**src/rtl/regwb_ctrl.sv**
```systemverilog
// Register-file write-side controller: merges in-order pipe writebacks with buffered
// long-latency results on one write port and tracks pending writes for ID-stage stalls.
module regwb_ctrl #(
   parameter int unsigned DW    = 32,
   parameter int unsigned AW    = 5,
   parameter int unsigned DEPTH = 2
) (
   input  logic          clk,
   input  logic          rst,
   input  logic          pipe_we,
   input  logic [AW-1:0] pipe_waddr,
   input  logic [DW-1:0] pipe_wdata,
   input  logic          issue_valid,
   input  logic [AW-1:0] issue_waddr,
   output logic          issue_ready,
   input  logic          lr_valid,
   input  logic [AW-1:0] lr_waddr,
   input  logic [DW-1:0] lr_wdata,
   output logic          lr_ready,
   output logic          we,
   output logic [AW-1:0] waddr,
   output logic [DW-1:0] wdata,
   input  logic          qre1,
   input  logic [AW-1:0] qaddr1,
   input  logic          qre2,
   input  logic [AW-1:0] qaddr2,
   output logic          qbusy1,
   output logic          qbusy2,
   output logic          stall_req,
   output logic          err
);
   localparam int unsigned NREG = 1 << AW;
   localparam int unsigned PW   = $clog2(DEPTH);

   typedef struct packed {
      logic [AW-1:0] addr;
      logic [DW-1:0] data;
   } lr_entry_t;

   logic [NREG-1:0] sb;
   logic [NREG-1:0] sb_nxt;
   lr_entry_t       fifo_mem [DEPTH];
   logic [PW:0]     wr_ptr;
   logic [PW:0]     rd_ptr;
   lr_entry_t       head;
   logic            fifo_empty;
   logic            fifo_full;
   logic            fifo_pop;
   logic            lr_push;
   logic            issue_fire;
   logic            pipe_sel;
   logic            err_set;

   // FIFO status; pointers carry one extra wrap bit to tell full from empty
   always_comb begin
      fifo_empty = (wr_ptr == rd_ptr);
      fifo_full  = (wr_ptr[PW] != rd_ptr[PW]) && (wr_ptr[PW-1:0] == rd_ptr[PW-1:0]);
      head       = fifo_mem[rd_ptr[PW-1:0]];
   end

   // Handshakes and arbitration decision: pipe has priority, r0 pipe writes yield
   always_comb begin
      pipe_sel    = pipe_we && (pipe_waddr != '0);
      fifo_pop    = !rst && !pipe_sel && !fifo_empty;
      issue_ready = !rst && !sb[issue_waddr];
      lr_ready    = !rst && !fifo_full;
      issue_fire  = issue_valid && issue_ready;
      lr_push     = lr_valid && lr_ready;
   end

   // Write port; an r0 FIFO head is drained with we low
   always_comb begin
      we    = 1'b0;
      waddr = '0;
      wdata = '0;
      if (!rst) begin
         if (pipe_sel) begin
            we    = 1'b1;
            waddr = pipe_waddr;
            wdata = pipe_wdata;
         end else if (!fifo_empty) begin
            we    = (head.addr != '0);
            waddr = head.addr;
            wdata = head.data;
         end
      end
   end

   // Queries see the same-cycle drain as not busy since the regfile bypasses wdata
   always_comb begin
      qbusy1    = !rst && sb[qaddr1] && !(fifo_pop && (head.addr == qaddr1));
      qbusy2    = !rst && sb[qaddr2] && !(fifo_pop && (head.addr == qaddr2));
      stall_req = (qre1 && qbusy1) || (qre2 && qbusy2);
   end

   // Scoreboard next state and protocol checks
   always_comb begin
      sb_nxt = sb;
      if (fifo_pop && (head.addr != '0)) sb_nxt[head.addr] = 1'b0;
      if (issue_fire && (issue_waddr != '0)) sb_nxt[issue_waddr] = 1'b1;
      err_set = (pipe_sel && sb[pipe_waddr]) ||
                (lr_push && (lr_waddr != '0) && !sb[lr_waddr]);
   end

   always_ff @(posedge clk) begin
      if (rst) begin
         sb     <= '0;
         wr_ptr <= '0;
         rd_ptr <= '0;
         err    <= 1'b0;
      end else begin
         sb <= sb_nxt;
         if (lr_push)  wr_ptr <= wr_ptr + (PW+1)'(1);
         if (fifo_pop) rd_ptr <= rd_ptr + (PW+1)'(1);
         if (err_set)  err <= 1'b1;
      end
   end

   // Payload storage needs no reset: entries are only read between push and pop
   always_ff @(posedge clk) begin
      if (lr_push) fifo_mem[wr_ptr[PW-1:0]] <= '{addr: lr_waddr, data: lr_wdata};
   end

endmodule

```
**config.mk**
```make
export PLATFORM = sky130hd
export DESIGN_NAME = regwb_ctrl
export DESIGN_NICKNAME = d
export VERILOG_FILES = /design/src/rtl/regwb_ctrl.sv
export SDC_FILE = /design/constraint.sdc
export NUM_CORES = 1
export LEC_CHECK = 0
export CORE_ASPECT_RATIO = 1.1
export CORE_UTILIZATION = 47
export CTS_BUF_LIST = sky130_fd_sc_hd__clkbuf_8
export CTS_CLUSTER_DIAMETER = 80
export CTS_CLUSTER_SIZE = 12
export DETAILED_ROUTE_END_ITERATION = 6
export GPL_TIMING_DRIVEN = 0
export PLACE_DENSITY_LB_ADDON = 0.05
export SLEW_MARGIN = 10
export SYNTH_ARGS = -nofsm -noshare
export SYNTH_HDL_FRONTEND = slang
export SYNTH_SLANG_ARGS = --single-unit
```
**constraint.sdc**
```tcl
create_clock -name clk -period 3.1 [get_ports clk]
set_clock_uncertainty 0.2 [all_clocks]
set_input_delay 0.31 -clock clk [delete_from_list [all_inputs] [get_ports clk]]
set_output_delay 0.31 -clock clk [all_outputs]
set_load 0.02 [all_outputs]
```
---- After elaboration in Yosys (flattened, before gate mapping) ----
Memory sizes are Yosys's and may differ from the RTL's. A register that Yosys moved wholly into a read port is not among the register bits.
Cells that the tools add are included.
operators by class
  reduce and logical (&&, ||, !) cells .... 37
  order comparisons ....................... 8
  add/subtract/negate cells ............... 2
  equal/unequal tests ..................... 5
  bitwise logic cells ..................... 3
  muxes and demuxes ....................... 29
operators by type and width
  kind                 number
  $mux 32              5
  $lt 5x6->1 const B   6
  $and 32x32->32       1
  $not 32->32          1
  $or 32x32->32        1
  $bmux 1 s5           5
  $logic_and 1x1->1    23
  $reduce_bool 5->1    4
  $mux 5               3
  $mux 1               14
  $demux 1 s5          2
  $eq 5x5->1           2
  $ge 5x1->1 const B   2
  $logic_not 1->1      8
  $add 2x1->2 const B  2
  $eq 2x2->1           1
  $logic_or 1x1->1     2
  $eq 1x1->1           1
  $ne 1x1->1           1
word-level totals
  output and inout port bits .............. 44
  input bits .............................. 96
  register bits ........................... 37
  bits in writable memories ............... 74
  memories ................................ 1
memories
  memory    words  width  rd ports  clocked after Yosys merged registers in  write ports  line  RTL
  fifo_mem  2      37     1         1                                        1            42    lr_entry_t fifo_mem [DEPTH];

---- Depth between registers and ports, before layout ----
  word-level depth ........................ 10
  mapped depth ............................ 8
  mapped depth without buffers ............ 6

---- Worst setup path before layout ----
No wires, ideal clock.
  kind .................................... reg-to-reg
  from .................................... register wr_ptr[0]
  to ...................................... memory fifo_mem[0][0] (netlist name), enable pin
  path slack .............................. -0.399 ns
  stages on the path, launching flop included .. 6
  required time ........................... 2.464 ns
  setup time .............................. 0.436 ns
  arrival time ............................ 2.864 ns
  path through ............................ dfxtp_1 > xnor2_1 > nor2b_1 > nor2_1 > and2_1 > nor2b_1
between the ends
  longest elaborated chain between the ends .. 7
RTL lines
  element                       line  RTL
  from (decl)                   43    logic [PW:0] wr_ptr;
  from (signal assigned)        113   if (lr_push) wr_ptr <= wr_ptr + (PW+1)'(1);
  $eq 1x1->1                    57    fifo_full = (wr_ptr[PW] != rd_ptr[PW]) && (wr_ptr[PW-1:0] == rd_ptr[PW-1:0]);
  $logic_and 1x1->1             57
  $logic_not 1->1               66    lr_ready = !rst && !fifo_full;
  $logic_and 1x1->1             66
  via lr_ready                  19    output logic lr_ready,
  $logic_and 1x1->1             68    lr_push = lr_valid && lr_ready;
  $mux 1                        121   if (lr_push) fifo_mem[wr_ptr[PW-1:0]] <= '{addr: lr_waddr, data: lr_wdata};
  $mux 1 (not written as such)  121
  to (decl)                     42
The timed path passes the listed nets, and every way through them passes these cells.

---- Worst setup path in the final report ----
  from .................................... input port rst
  to ...................................... output port waddr[2]
between the ends
  longest elaborated chain between the ends .. 1
RTL lines
  element      line  RTL
  from (decl)  9     input logic rst,
  $mux 5       76    if (!rst) begin
  to (decl)    21    output logic [AW-1:0] waddr,
No other way between the ends.

==> results by group <==
Yosys
  – Synthesis Warnings: 0
  – Ys async rst share: 0%
  – Post-synth EDFFs: 74
  – Main synth FF type: edfxtp_1
  – Distinct cells, synth: 52
  – Mapped Avg Cell Area: between 10 and 15 µm²
  – Post-Syn Area: 0.00619 mm²
  – Post-synthesis sequential area ratio: 48.2%
  – Flop and latch count out of synthesis: 112
  – Syn nets: 615
  – Synth Instances: 519

Layout
  – Seq. cell area: roughly 0.003 mm²
  – Commonest cells after routing, fill and taps aside: clkdlybuf4s50_1, edfxtp_1, nand2_1, mux2i_1, mux4_2
  – Nets@finish: 765
  – Most common cell after layout, fill and taps aside: clkdlybuf4s50_1
  – Layout area overhead: 30.9%
  – Share of cells above drive strength 1: 16.9%
  – Area of the multi-input gates: 0.00315 mm²
  – Diode count: 0
  – FILL cells: 1065

STA
  – Slew @ Worst Pin: 613 ps
  – Tcrit/Tclk final: 97.2%
  – Setup violators final: 0
  – Fin Setup TNS: 0 ps
  – Slew Limit Fails: 0
  – Min Hold Slack: 251 ps
  – FMAX: 0.332 GHz
  – Slew headroom: 59.1%
  – RSZ-0062 raised after global routing: false
  – Fin crit period: 3010 ps
  – Final Hold Violating Endpoints: 0

GRT
  – Vias in the first global route: 5080
  – Largest net degree at the start of global routing: 32
  – GRT Overall Usage: 27.1%
  – First-pass GRT wire length: roughly 28000 µm
  – Grt ovf: 0
  – Initial antenna violation count: 0

CTS
  – Clk sinks: 112
  – H-tree Lvls: 3
  – # hold bufs at CTS: 0
  – Clock latency at the later pin of the worst-skew pair: 380 ps
  – Clock buffer count from CTS: 9
  – Clk buf depth: 2
  – CTS root buf: clkbuf_8
  – CTS tree: done
  – CTS clk-pin slew, worst paths: 110 ps

Drt
  – Vias: 5248
  – Drt initial violations: 502
  – Drt pass-1 iters: 7
  – Drt wl/cell: approximately 22 µm
  – DRC viols: 10
  – Vias/cell: 6.32
  – DRT Wirelength: 18200 µm
  – Remaining antenna violation count: 0

Die
  – Standard-cell row count: 43
  – Die area: 0.0136 mm²
  – Die height: 122 µm
  – Num ports: 140
  – Initial core utilization: 48.6%
  – Core Area: 0.0128 mm²
  – Die width: between 100 and 150 µm

Setup path
  – Worst path required time: 2590 ps
  – Maximum fanout along the worst path: 10
  – Reg2reg setup slack: 590 ps
  – Reg-to-Reg End: sb[10]
  – Worst r2r path cells: 7
  – Setup Crit Path Kind: in -> out
  – FF-to-FF Start: sb[31]
  – Crit end category: output pin
  – Crit path DAT: 2500 ps
  – Startpoint types: primary input

Min path
  – Hold depth: 4
  – Worst Hold Path EP: err
  – Hold Startpoint: pipe_waddr[2]
  – HP Class: in -> reg

Pwr
  – PwrDens: between 300 and 400 mW/mm²
  – Lkg Pwr: 2.81 nW
  – Total power: 3.14 mW
  – Maximum VDD drop: 0.340 mV

Run status
  – Outcome: finished, violations left
  – Violations in the final reports: design-rule violations

Place
  – Detailed Place HPWL: 13100 µm
  – IO buf count: between 100 and 150
  – GP Congestion: 0.950

Flow run
  – Max Cap Viol: 0
-- timing repair --
| item | CTS | global route |
|---|---|---|
| cloned | 1 | 0 |
| setup endpoints to repair | 42 | 7 |
| setup buffers | 8 | 4 |
| gates resized for setup | 74 | 9 |
| pin swaps | 5 | 2 |
-- metrics by stage --
step           util (%)  std cells  setup slack (ps)  area, µm²
2_1_floorplan         -        519               254       6190
6_report           63.6        830              85.6       8110
4_1_cts            63.2        826              14.4       8050
3_3_place_gp       59.9        801              -739       7640
3_5_place_dp       60.3        803              -723       7690
5_1_grt            63.6        830              12.1       8110
-- cell usage after synthesis, types with 7 or more instances --
cell type / number / area share [%]
o21ai_0: 34 / 2.7
o211ai_1: 28 / 3.4
nand2_1: 56 / 3.4
mux2i_1: 52 / 8.4
o41ai_1: 11 / 1.6
o31ai_1: 20 / 2.4
edfxtp_1: 74 / 36
nor2b_1: 8 / 0.81
nand3_1: 9 / 0.73
mux4_2: 38 / 14
xnor2_1: 11 / 1.6
dfxtp_1: 38 / 12
nor2_1: 26 / 1.6
a21oi_1: 8 / 0.65
or3_1: 7 / 0.71
clkbuf_1: 25 / 1.5
-- registers in the layout, indices dropped and copies added, names as in the netlist, named ones only --
register and count:
err 1, rd_ptr 2, sb 32, fifo_mem 74, wr_ptr 2
-- critical path, cell delays in order --
cell and delay [ps]:
clkdlybuf4s50_1 490, clkbuf_2 350, clkinvlp_4 370, nand2_1 190
nor2_1 60, o22a_1 180, clkdlybuf4s50_1 540
-- cells by family after synthesis --
kind of cell              synth area share, %
xor gates and xnor gates                 2.26
DFF                                      48.2
muxes                                    22.8
AOI/OAI and AO/OA                        13.3
buffers and inverters                    2.97
and+or+nand+nor                          10.5
-- power by group --
part	total, mW	internal, mW	switching, mW
Clock	0.831	0.302	0.529
Sequential	1.67	1.64	0.0261
Combinational	0.638	0.299	0.338
Total	3.14	2.24	0.894
-- how the worst max path moves through the flow --
stage               slack (ps)           start           to
floorplan                  250       flip-flop    stall_req
global placement          -740  issue_waddr[1]  issue_ready
detailed placement        -720  issue_waddr[1]  issue_ready
CTS                         10  issue_waddr[1]  issue_ready
global route                10          sb[31]  issue_ready
finish                      90             rst     waddr[2]
-- final cells by class --
cell class	count	area share, %
buffer	38	2.52
tap	157	2.42
clock inverter	6	0.679
multi-input combinational	364	38.8
inverter	4	0.231
clock buffer	9	1.53
timing repair buffer	140	17.0
sequential	112	36.8
-- layer usage --
layer	share of wire [%]	GRT usage (%)	vias up
li1	-	-	2350
met1	39	33.8	2540
met2	48	44.9	305
met3	9.2	5.28	53
met4	4.0	14.9	0
met5	0	0	-
Note: power is estimated with default switching activity, not from simulation.
